**config.mk**
```make
export PLATFORM = sky130hd
export DESIGN_NAME = grf_scoreboard
export DESIGN_NICKNAME = d
export VERILOG_FILES = /design/src/rtl/grf_scoreboard.sv
export SDC_FILE = /design/constraint.sdc
export NUM_CORES = 2
export LEC_CHECK = 0
export BUFFER_PORTS_ARGS = -buffer_cell sky130_fd_sc_hd__buf_2
export CAP_MARGIN = 20
export CORE_UTILIZATION = 29
export CTS_BUF_LIST = sky130_fd_sc_hd__clkbuf_8
export DETAILED_ROUTE_END_ITERATION = 10
export MAX_ROUTING_LAYER = met4
export SLEW_MARGIN = 20
export SYNTH_ARGS = -nofsm -noshare
export SYNTH_HDL_FRONTEND = slang
export SYNTH_SLANG_ARGS = --single-unit
```
**constraint.sdc**
```tcl
create_clock -name clk -period 14.6 [get_ports clk]
set_input_delay 2.92 -clock clk [delete_from_list [all_inputs] [get_ports clk]]
set_output_delay 2.92 -clock clk [all_outputs]
set_load 0.02 [all_outputs]
```
**src/rtl/grf_scoreboard.sv**
```systemverilog
// grf_scoreboard: parametrised general register file for the pipelined datapath.
// NUM_RD combinational read ports, one synchronous write port, same-cycle
// write-to-read bypass and a per-register pending (scoreboard) bit.
// Register 0 is hardwired to zero and is never pending.
// Optional feature: define GRF_SCOREBOARD_TRACE_EN to print a log line for
// every architectural register write (wr_pc is used only by that trace).
module grf_scoreboard #(
  parameter int DATA_W = 32,
  parameter int ADDR_W = 5,
  parameter int NUM_RD = 2
) (
  input  logic                     clk,
  input  logic                     reset,
  input  logic [NUM_RD*ADDR_W-1:0] rd_addr,
  output logic [NUM_RD*DATA_W-1:0] rd_data,
  output logic [NUM_RD-1:0]        rd_pending,
  input  logic                     iss_en,
  input  logic [ADDR_W-1:0]        iss_addr,
  input  logic                     wr_en,
  input  logic [ADDR_W-1:0]        wr_addr,
  input  logic [DATA_W-1:0]        wr_data,
  input  logic [31:0]              wr_pc,
  output logic [ADDR_W:0]          pend_cnt
);

  localparam int DEPTH = 1 << ADDR_W;

  logic [DATA_W-1:0] regs [DEPTH];
  logic [DEPTH-1:0]  pend;
  logic [DEPTH-1:0]  pend_next;
  logic [ADDR_W:0]   cnt_next;
  logic              wr_hit;
  logic              iss_hit;

  // Writes and issues to register 0 are architecturally meaningless.
  assign wr_hit  = wr_en  && (wr_addr  != '0);
  assign iss_hit = iss_en && (iss_addr != '0);

  // Next pending vector: issue is applied after writeback so a new producer
  // supersedes a retiring one on the same register.
  always_comb begin
    pend_next = pend;
    if (wr_hit) begin
      pend_next[wr_addr] = 1'b0;
    end
    if (iss_hit) begin
      pend_next[iss_addr] = 1'b1;
    end
    pend_next[0] = 1'b0;
  end

  // Popcount of the next pending vector, registered into pend_cnt.
  always_comb begin
    cnt_next = '0;
    for (int r = 0; r < DEPTH; r++) begin
      cnt_next = cnt_next + (ADDR_W+1)'(pend_next[r]);
    end
  end

  // Register array: async clear, writes to register 0 are dropped.
  always_ff @(posedge clk or negedge reset) begin
    if (!reset) begin
      for (int r = 0; r < DEPTH; r++) begin
        regs[r] <= '0;
      end
    end else if (wr_hit) begin
      regs[wr_addr] <= wr_data;
    end
  end

  // Scoreboard state and its population count.
  always_ff @(posedge clk or negedge reset) begin
    if (!reset) begin
      pend     <= '0;
      pend_cnt <= '0;
    end else begin
      pend     <= pend_next;
      pend_cnt <= cnt_next;
    end
  end

  // Read ports are fully independent copies of the same lookup.
  for (genvar i = 0; i < NUM_RD; i++) begin : g_rd
    logic [ADDR_W-1:0] a;
    logic [DATA_W-1:0] data_q;
    logic              pend_q;

    assign a = rd_addr[i*ADDR_W +: ADDR_W];

    // Zero register, bypass from the write port, else array plus pending bit.
    // Reset gates the bypass so every port reads zero while reset is low.
    always_comb begin
      data_q = '0;
      pend_q = 1'b0;
      if (reset && (a != '0)) begin
        if (wr_en && (wr_addr == a)) begin
          data_q = wr_data;
        end else begin
          data_q = regs[a];
          pend_q = pend[a];
        end
      end
    end

    assign rd_data[i*DATA_W +: DATA_W] = data_q;
    assign rd_pending[i]               = pend_q;
  end

`ifdef GRF_SCOREBOARD_TRACE_EN
  // Write trace for simulation logs; register 0 writes are not reported.
  always @(posedge clk) begin
    if (reset && wr_hit) begin
      $display("@%h: $%d <= %h", wr_pc, wr_addr, wr_data);
    end
  end
`else
  // The PC is only meaningful to the trace; fold it away otherwise.
  logic unused_wr_pc;
  assign unused_wr_pc = ^wr_pc;
`endif

endmodule

```
==> run metrics <==
worst endpoint required time 11.68 ns; die footprint approximately 0.2 mm2; worst-path maximum fanout 37; largest net degree at the start of global routing between 150 and 200; H-tree Lvls 4; RR Startpoint pend[10]; Max-Cap Viols 0; antenna viol nets, final 0; # setup viols final 0; top cell type by total area after synthesis dfrtp_1; # rows 163; total CTS buffers 165; Clock Latency Late Sink about 0.92 ns; vias 39200; Rel. slew slack 24.2%; Hold Path Class flip-flop to flip-flop; synthesized area per cell 13.5 um2; most instantiated cells after synthesis dfrtp_1 (1061), mux2_2 (624), mux4_2 (368); fin cells between 6000 and 7000; unrepaired setup endpoints after global routing no; most instantiated library cell after synthesis dfrtp_1; Peak VDD IR 0.000345 V; total gr overflow 0; Post-CTS Setup Bufs 0; CTS tree yes; DP Area between 0.06 and 0.07 mm2; Tightest Pin Transition about 1.1 ns; DR WL/cell approximately 28 um; EDFF count, synth 0; min Tclk post-route ~10 ns; final HPWL from detailed placement 105000 um; first-pass GRT wire length about 280000 um; vias in the first global route 41100; Mapped Area 0.0580 mm2; gr usage total between 10% and 20%; Clk pin slew, worst setup/hold paths 0.05 ns; PortBufs between 100 and 150; final instance area 0.0642 mm2; Initial Util between 20% and 30%; final hold violations 0; Clock Path Buffers 3; clock root cell clkbuf_8; Async S/R FF share, synth 100%; DRC Markers 0; core area approximately 0.20 mm2; Seq/Total Area, Yosys ~46%; synth warn 0; most common flop cell mapped by yosys dfrtp_1; post-CTS resize count 0; top post-synthesis cells by area dfrtp_1 (46%), mux4_2 (14%), mux2_2 (12%), mux2_1 (6.9%), mux2i_1 (4.5%); Syn Inst Count around 4300; Fmax 0.0993 GHz; die width 449 um; pwr/cell area between 100 and 150 mW/mm2; syn nets 4399; Worst Setup End Kind primary output; Final Skew 0.0410 ns; fin worst setup slack approximately 4.5 ns; period utilisation layout ~69%; CTS Sinks between 1000 and 1500; nets@finish roughly 4300; Synth Register Bits 1061; outcome finished clean; WS Path Type input pin to primary output; Slew Limit Fails 0; post-synth cell types 65; Die H roughly 450 um; initial antenna violation count 20; Leak Pwr 28.1 nW; drt pass-1 iters 6; vias per inst approximately 5.6; cell count after placement roughly 6700; ratio of cells with drive above 1 in the final layout roughly a third; IO Pins 160; RePlAce Congestion slightly below 0.9; Setup TNS 0 ns; hold_buf cts 0; Synth top area share roughly 46%; CP Data Arrival Time between 7 and 8 ns; hold_sp regs[1004]; CP startpoint rd_addr[7]; DP Worst Slack 4.61 ns; initial drt markers between 3000 and 4000; crit start category input pin; final wirelength just under 200000 um; Area Overhead vs Synth 10.8%
## flip-flops by register name, indices dropped and copies added, names as in the netlist
name / flops
regs: 1024
pend: 31
pend_cnt: 6
## layout make-up
| class | instances | area, um2 |
|---|---|---|
| Clock inverter | 75 | 429 |
| Tap cell | 2640 | 3300 |
| Sequential cell | 1061 | 26600 |
| Antenna cell | 16 | 40.0 |
| Multi-Input combinational cell | 2694 | 29300 |
| Timing Repair Buffer | 216 | 1430 |
| Fill cell | 19400 | 134000 |
| Inverter | 53 | 201 |
| Clock buffer | 219 | 3010 |
## power by group
part           total, W  leakage [nW]  switching, W  internal (W)
logic           0.00265          12.6       0.00127       0.00137
clock network   0.00263          1.94       0.00124       0.00139
registers       0.00394          13.6      0.000402       0.00353
## per-layer routing
layer | vias to the layer above | global-route usage, % | wire length [um]
met1 | 21000 | 22.2 | 73700
met3 | 555 | 3.26 | 11100
met5 | - | - | 0
met4 | 0 | 12.0 | 12400
met2 | 1489 | 32.1 | 95700
li1 | 16200 | - | -
## worst max-delay path, cell delays in order
cell     delay [ns]
buf_4          0.54
buf_4          0.64
buf_4          0.59
and2_2         0.55
buf_4          0.63
a22oi_1        0.15
o21ai_1        0.17
a221o_1        0.50
buf_2          0.28
## logic make-up (layout without fill, tap and decap cells)
logic type,after synthesis,after routing,share of synthesized area (%)
adder cells (fa/ha/maj),30,30,0.945
buffers and inverters,526,563,4.14
multiplexers,1608,1608,37.8
XOR/XNOR,13,13,0.196
flip-flops,1061,1061,45.8
AND/OR/NAND/NOR,442,442,3.36
other,0,16,0
AO/OA/AOI/OAI,601,601,7.74
## stage by stage
step                power, W  hold slack, ns  utilization (%)
global route         0.00972           0.407             32.4
CTS                  0.00926           0.397             32.4
finish               0.00922           0.396             32.4
global placement     0.00652           0.377             30.7
detailed placement   0.00661           0.384             30.7
floorplan            0.00589           0.441                -
## placed cells by master (no fill, tap or decap), types with 16 or more instances in the layout
cell and count:
clkinv_2 23, clkbuf_8 219, a22oi_1 131, a221oi_1 123, o21ai_0 29, mux2i_1 262, o221ai_1 33, mux4_2 368
buf_2 120, mux2_2 624, a21oi_1 64, o21ai_1 64, dfrtp_1 1061, a221o_1 61, diode_2 16, o211ai_1 29
o21bai_1 30, buf_4 84, inv_1 90, mux2_1 354, fa_1 23, nor2_1 79, nand2_1 231, nand2b_1 38
## path summary, 6_finish.rpt
kind	slack, ns	end	cells after the start
worst max-delay path	4.53	rd_data[51]	9
worst min-delay path	0.40	regs[1004]	0
worst max register to register	9.25	pend_cnt[4]	13
worst min register to register	0.40	regs[1004]	0
max in group asynchronous	10.04	regs[844]	3
min in group asynchronous	2.00	regs[702]	1
No activity file was read; power rests on OpenSTA's default activity.
